--- config.mk ---
export PLATFORM = sky130hd
export DESIGN_NAME = hazard_ctrl
export DESIGN_NICKNAME = d
export VERILOG_FILES = /design/src/rtl/hazard_ctrl.sv
export SDC_FILE = /design/constraint.sdc
export NUM_CORES = 1
export LEC_CHECK = 0
export CORE_MARGIN = 2
export CORE_UTILIZATION = 30
export DETAILED_ROUTE_END_ITERATION = 8
export GPL_TIMING_DRIVEN = 0
export SLEW_MARGIN = 20
export SYNTH_ARGS = -nofsm -noshare
export SYNTH_HDL_FRONTEND = slang
export SYNTH_SLANG_ARGS = --single-unit
--- constraint.sdc ---
create_clock -name clk -period 3.1 [get_ports clk]
set_input_delay 0.62 -clock clk [delete_from_list [all_inputs] [get_ports clk]]
set_output_delay 0.62 -clock clk [all_outputs]
set_load 0.02 [all_outputs]
--- src/rtl/hazard_ctrl.sv ---
// Pipeline hazard controller: shadows EX/MEM destination records and drives forwarding,
// load-use stalls, bubbles, branch flushes and freeze. Optional macro: HAZARD_FWD_EN (forwarding).
module hazard_ctrl #(
    parameter int RA_W  = 5,
    parameter int CNT_W = 32
) (
    input  logic             clk,
    input  logic             rst,
    input  logic             id_valid,
    input  logic [1:0]       hazard_optype,
    input  logic             rs1use,
    input  logic             rs2use,
    input  logic [RA_W-1:0]  rs1_addr,
    input  logic [RA_W-1:0]  rs2_addr,
    input  logic [RA_W-1:0]  rd_addr,
    input  logic             Branch,
    input  logic             mem_stall,
    output logic             stall_pc,
    output logic             stall_ifid,
    output logic             bubble_idex,
    output logic             flush_ifid,
    output logic             freeze,
    output logic [1:0]       forward_rs1,
    output logic [1:0]       forward_rs2,
    output logic [CNT_W-1:0] stall_count,
    output logic [CNT_W-1:0] flush_count
);

    localparam logic [1:0] OP_NONE = 2'b00;
    localparam logic [1:0] OP_ALU  = 2'b01;
    localparam logic [1:0] OP_LOAD = 2'b10;

    // The regfile writes before it reads, so nothing past MEM affects any output
    // and the WB record is not kept.
    logic [1:0]      ex_type_p0;
    logic [RA_W-1:0] ex_rd_p0;
    logic [1:0]      mem_type_p1;
    logic [RA_W-1:0] mem_rd_p1;

    logic rs1_hit_ex, rs2_hit_ex, rs1_hit_mem, rs2_hit_mem;
    logic hazard, dep_stall;

    function automatic logic is_writer(input logic [1:0] t, input logic [RA_W-1:0] rd);
        return ((t == OP_ALU) || (t == OP_LOAD)) && (rd != '0);
    endfunction

`ifdef HAZARD_FWD_EN
    localparam logic [1:0] FWD_RF      = 2'b00;
    localparam logic [1:0] FWD_EX_ALU  = 2'b01;
    localparam logic [1:0] FWD_MEM_ALU = 2'b10;
    localparam logic [1:0] FWD_MEM_LD  = 2'b11;

    function automatic logic [1:0] fwd_sel(input logic hit_ex, input logic [1:0] ex_t,
                                           input logic hit_mem, input logic [1:0] mem_t);
        if (hit_ex && ex_t == OP_ALU)         return FWD_EX_ALU;
        else if (hit_mem && mem_t == OP_ALU)  return FWD_MEM_ALU;
        else if (hit_mem && mem_t == OP_LOAD) return FWD_MEM_LD;
        else                                  return FWD_RF;
    endfunction
`endif

    always_comb begin
        rs1_hit_ex  = rs1use && (rs1_addr == ex_rd_p0)  && is_writer(ex_type_p0, ex_rd_p0);
        rs2_hit_ex  = rs2use && (rs2_addr == ex_rd_p0)  && is_writer(ex_type_p0, ex_rd_p0);
        rs1_hit_mem = rs1use && (rs1_addr == mem_rd_p1) && is_writer(mem_type_p1, mem_rd_p1);
        rs2_hit_mem = rs2use && (rs2_addr == mem_rd_p1) && is_writer(mem_type_p1, mem_rd_p1);
`ifdef HAZARD_FWD_EN
        hazard = (rs1_hit_ex || rs2_hit_ex) && (ex_type_p0 == OP_LOAD);
`else
        // Without bypass paths every dependency on EX or MEM must wait for WB.
        hazard = rs1_hit_ex || rs2_hit_ex || rs1_hit_mem || rs2_hit_mem;
`endif
        dep_stall = id_valid && hazard;
    end

    always_comb begin
        stall_pc    = 1'b0;
        stall_ifid  = 1'b0;
        bubble_idex = 1'b0;
        flush_ifid  = 1'b0;
        freeze      = 1'b0;
        forward_rs1 = 2'b00;
        forward_rs2 = 2'b00;
        if (!rst) begin
            freeze = mem_stall;
            if (mem_stall) begin
                stall_pc   = 1'b1;
                stall_ifid = 1'b1;
            end else begin
                stall_pc    = dep_stall;
                stall_ifid  = dep_stall;
                bubble_idex = dep_stall;
                // A branch under stall has stale operands; it is resolved on the retry.
                flush_ifid  = id_valid && Branch && !dep_stall;
            end
`ifdef HAZARD_FWD_EN
            forward_rs1 = fwd_sel(rs1_hit_ex, ex_type_p0, rs1_hit_mem, mem_type_p1);
            forward_rs2 = fwd_sel(rs2_hit_ex, ex_type_p0, rs2_hit_mem, mem_type_p1);
`endif
        end
    end

    // ID -> EX (p0) -> MEM (p1) slot advance and performance counters
    always_ff @(posedge clk) begin
        if (rst) begin
            ex_type_p0  <= OP_NONE;
            ex_rd_p0    <= '0;
            mem_type_p1 <= OP_NONE;
            mem_rd_p1   <= '0;
            stall_count <= '0;
            flush_count <= '0;
        end else begin
            if (!freeze) begin
                mem_type_p1 <= ex_type_p0;
                mem_rd_p1   <= ex_rd_p0;
                if (id_valid && !bubble_idex) begin
                    ex_type_p0 <= hazard_optype;
                    ex_rd_p0   <= rd_addr;
                end else begin
                    ex_type_p0 <= OP_NONE;
                    ex_rd_p0   <= '0;
                end
            end
            if (stall_pc)   stall_count <= stall_count + CNT_W'(1);
            if (flush_ifid) flush_count <= flush_count + CNT_W'(1);
        end
    end

endmodule
==> summary.md <==
| Metric | Value |
|---|---|
| RSZ-0062 raised after global routing | `no` |
| Placed Cells | `728` |
| DR vias/cell | `5.067` |
| Hold WS | `502.7 ps` |
| Crit path launch type | `primary input` |
| Crit path kind | `primary input to output port` |
| Worst-margin pin slew | `977.7 ps` |
| Total routed wirelength | `10.86 mm` |
| Share of layout cells above drive strength 1 | `8.348%` |
| Crit-path max cell delay | `280 ps` |
| Root buffer cell | `clkbuf_16` |
| Row Count | `41` |
| CP max FO | `28` |
| Antenna Violating Nets Remaining | `0` |
| Slack of the critical path | `144.3 ps` |
| Die Footprint | `0.01401 mm2` |
| Crit path time final | `2956 ps` |
| Pwr dens | `421.6 mW/mm2` |
| Crit-path cells | `dlygate4sd2_1 -> xnor2_1 -> nand4_1 -> o22ai_4 -> a31oi_4 -> and2_1 -> buf_12 -> nor2_4 -> buf_4 -> buf_4` |
| R2R depth | `10` |
| Max-slew violation count | `0` |
| Std-Cell Core Area | `0.01267 mm2` |
| Synthesized cell area | `0.003923 mm2` |
| Wire per inst | `14.53 um` |
| Post-route DRC | `0` |
| Critical path endpoint category | `output port` |
| Post-route cell area | `0.005453 mm2` |
| Placer Congestion | `0.8643` |
| Worst-Skew Late Latency | `350 ps` |
| CTS tree | `built` |
| YS warnings | `0` |
| Worst Hold Path Cells | `2` |
| Vias in the first global route | `3683` |
| Congestion Overflow GR | `0` |
| Max-cap viol count | `0` |
| Antenna cells | `0` |
| Max VDD drop | `0.1987 mV` |
| First-pass GRT wire length | `18.36 mm` |
| CTS buffer count | `9` |
| Worst min path class | `flip-flop to flip-flop` |
| Die outline height | `118.3 um` |
| Clock Path Buffers | `2` |
| Final setup viols | `0` |
| CP Data Required Time | `2480 ps` |
| Vias | `3785` |
| Number of synthesized register bits | `78` |
| Pre-CTS setup slack | `-1466 ps` |
| Post-synthesis async set-or-reset flop share | `0%` |
| Cell variety after synth | `51` |
| Ports | `97` |
| Initial core utilization | `30.96%` |
| Slew margin rel. | `34.43%` |
| Slowest CP cell | `dlygate4sd2_1` |
| Syn_area_per_cell | `8.509 um2` |
| Top_reg_cell synth | `dfxtp_1` |
| Placed cell areas | `0.005072 mm2` |
| Fin crit share | `95.34%` |
| Crit path DAT | `2340 ps` |
| Final Hold Viols | `0` |
| Pleak | `0.001725 uW` |
| Clock Skew | `8.828 ps` |
| CTS H-tree lvls | `3` |
| Initial DRC count | `219` |
| Antenna violations before repair | `0` |
| Final #Nets | `596` |
| CTS sink count | `78` |
| Status | `finished, final reports clean` |
| DR pass1 iterations | `4` |
| Hold buffer count at CTS | `0` |
| Area Growth Syn to Fin | `39.01%` |
| Non-Filler Instances | `747` |
| Number of enable flip-flop cells after synthesis | `0` |
| Number of buffers added on ports | `92` |
| CTS clk-pin slew, worst paths | `60 ps` |
| Die X | `118.3 um` |
| Post-Syn Instances | `461` |
| Largest net degree at the start of global routing | `20` |
| Max Freq | `338.3 MHz` |
| HPWL after detailed placement | `8.076 mm` |
| CP most frequent cell | `buf_4` |
| Total track usage | `16.10%` |
| Seq/Total Area, Yosys | `39.81%` |
| Setup TNS | `0 ps` |
[layout make-up]
type,instances,area (um2)
fill,1264,7218
multi-input combinational,350,2256
sequential,78,1562
timing repair buffer,97,927.1
clock buffer,14,274.0
tap,172,215.2
buffer,26,150.1
clock inverter,2,38.79
inverter,8,30.03
[critical path, delay by kind of cell]
kind | cells | cell delay [ps]
AND/OR/NAND/NOR | 3 | 480
buffers and inverters | 4 | 680
AO/OA/AOI/OAI | 2 | 390
XOR/XNOR | 1 | 170
[through the flow]
| step | utilization, % | power (uW) |
|---|---|---|
| after global placement | 40.03 | 1202 |
| final | 43.03 | 2299 |
| after CTS | 43.07 | 2327 |
| after floorplan | - | 1131 |
| after detailed placement | 40.03 | 1205 |
| after global routing | 43.03 | 2379 |
[state kept, by name, indices dropped and copies added, names as in the netlist]
signal	count
flush_count	32
stall_count	32
mem_type_p1	2
ex_type_p0	2
mem_rd_p1	5
ex_rd_p0	5
[report_power, final]
group	internal (uW)	total [uW]	switching (uW)
registers	1010	1020	12.2
logic	74.9	161	86.0
clock network	692	1110	422
total	1780	2300	520
[logic make-up after synthesis]
group                    share of synthesized area [%]
XOR/XNOR                                         13.17
AO/OA/AOI/OAI                                    12.44
adder cells (fa/ha/maj)                         0.6379
flip-flops                                       39.81
other                                          0.09560
multiplexers                                     2.903
buffers and inverters                            4.179
AND/OR/NAND/NOR                                  26.76
[path summary, 6_finish.rpt]
check                                  to  slack (ps)                         start
min          stall_count[25]$_SDFFE_PP0P_         500  stall_count[25]$_SDFFE_PP0P_
max reg2reg  flush_count[30]$_SDFFE_PP0P_         420      ex_rd_p0[3]$_SDFFE_PP0N_
min reg2reg  stall_count[25]$_SDFFE_PP0P_         500  stall_count[25]$_SDFFE_PP0P_
max                              stall_pc         140                   rs1_addr[4]
[cell usage in the layout, fill, tap and decap left out, types with 8 or more instances in the layout]
master and count:
or4_1 9, dfxtp_1 78, mux2i_1 8, nor2_1 58, buf_4 11, clkbuf_16 9
a21oi_1 29, clkbuf_1 15, or3_1 11, nor3_1 9, nand2_1 26, nor4_1 12
nand3_1 23, xnor2_1 53, clkdlybuf4s50_1 77, dlygate4sd2_1 11, inv_1 8, nand4_1 19
o21ai_0 10
[per-layer routing]
| metal | part of all wire [%] | wire (um) | track usage (%) | vias to the layer above |
|---|---|---|---|---|
| met5 | 0 | 0 | 0 | - |
| met4 | 1.8 | 199 | 7.605 | 0 |
| met3 | 3.9 | 426 | 3.089 | 16 |
| met2 | 46 | 5003 | 25.87 | 95 |
| met1 | 48 | 5226 | 20.72 | 1797 |
| li1 | - | - | - | 1877 |
[cell usage after synthesis (3+ instances only)]
library cell	count	area share (%)
dfxtp_1	78	40
nor2_1	59	5.6
xnor2_1	53	12
a21oi_1	29	3.7
nand2_1	26	2.5
nand3_1	24	3.1
nand4_1	19	3.0
clkbuf_1	17	1.6
nor4_1	12	1.9
or3_1	11	1.8
o21ai_0	10	1.3
nor3_1	9	1.1
or4_1	9	1.7
inv_1	8	0.77
mux2i_1	8	2.0
a22o_1	7	1.6
and3_1	7	1.1
o31ai_1	7	1.3
a2111oi_0	6	1.3
xor2_1	6	1.3
buf_4	5	0.96
nand3b_1	5	0.96
and4_1	4	0.89
buf_1	3	0.29
mux2_2	3	0.86
nor2b_1	3	0.48
[what timing repair did]
action	in CTS	in global routing
gates resized for setup	41	9
buffers inserted	5	0
endpoints found under the setup margin	15	2
pin swaps	5	4
No activity file was read; power rests on OpenSTA's default activity.
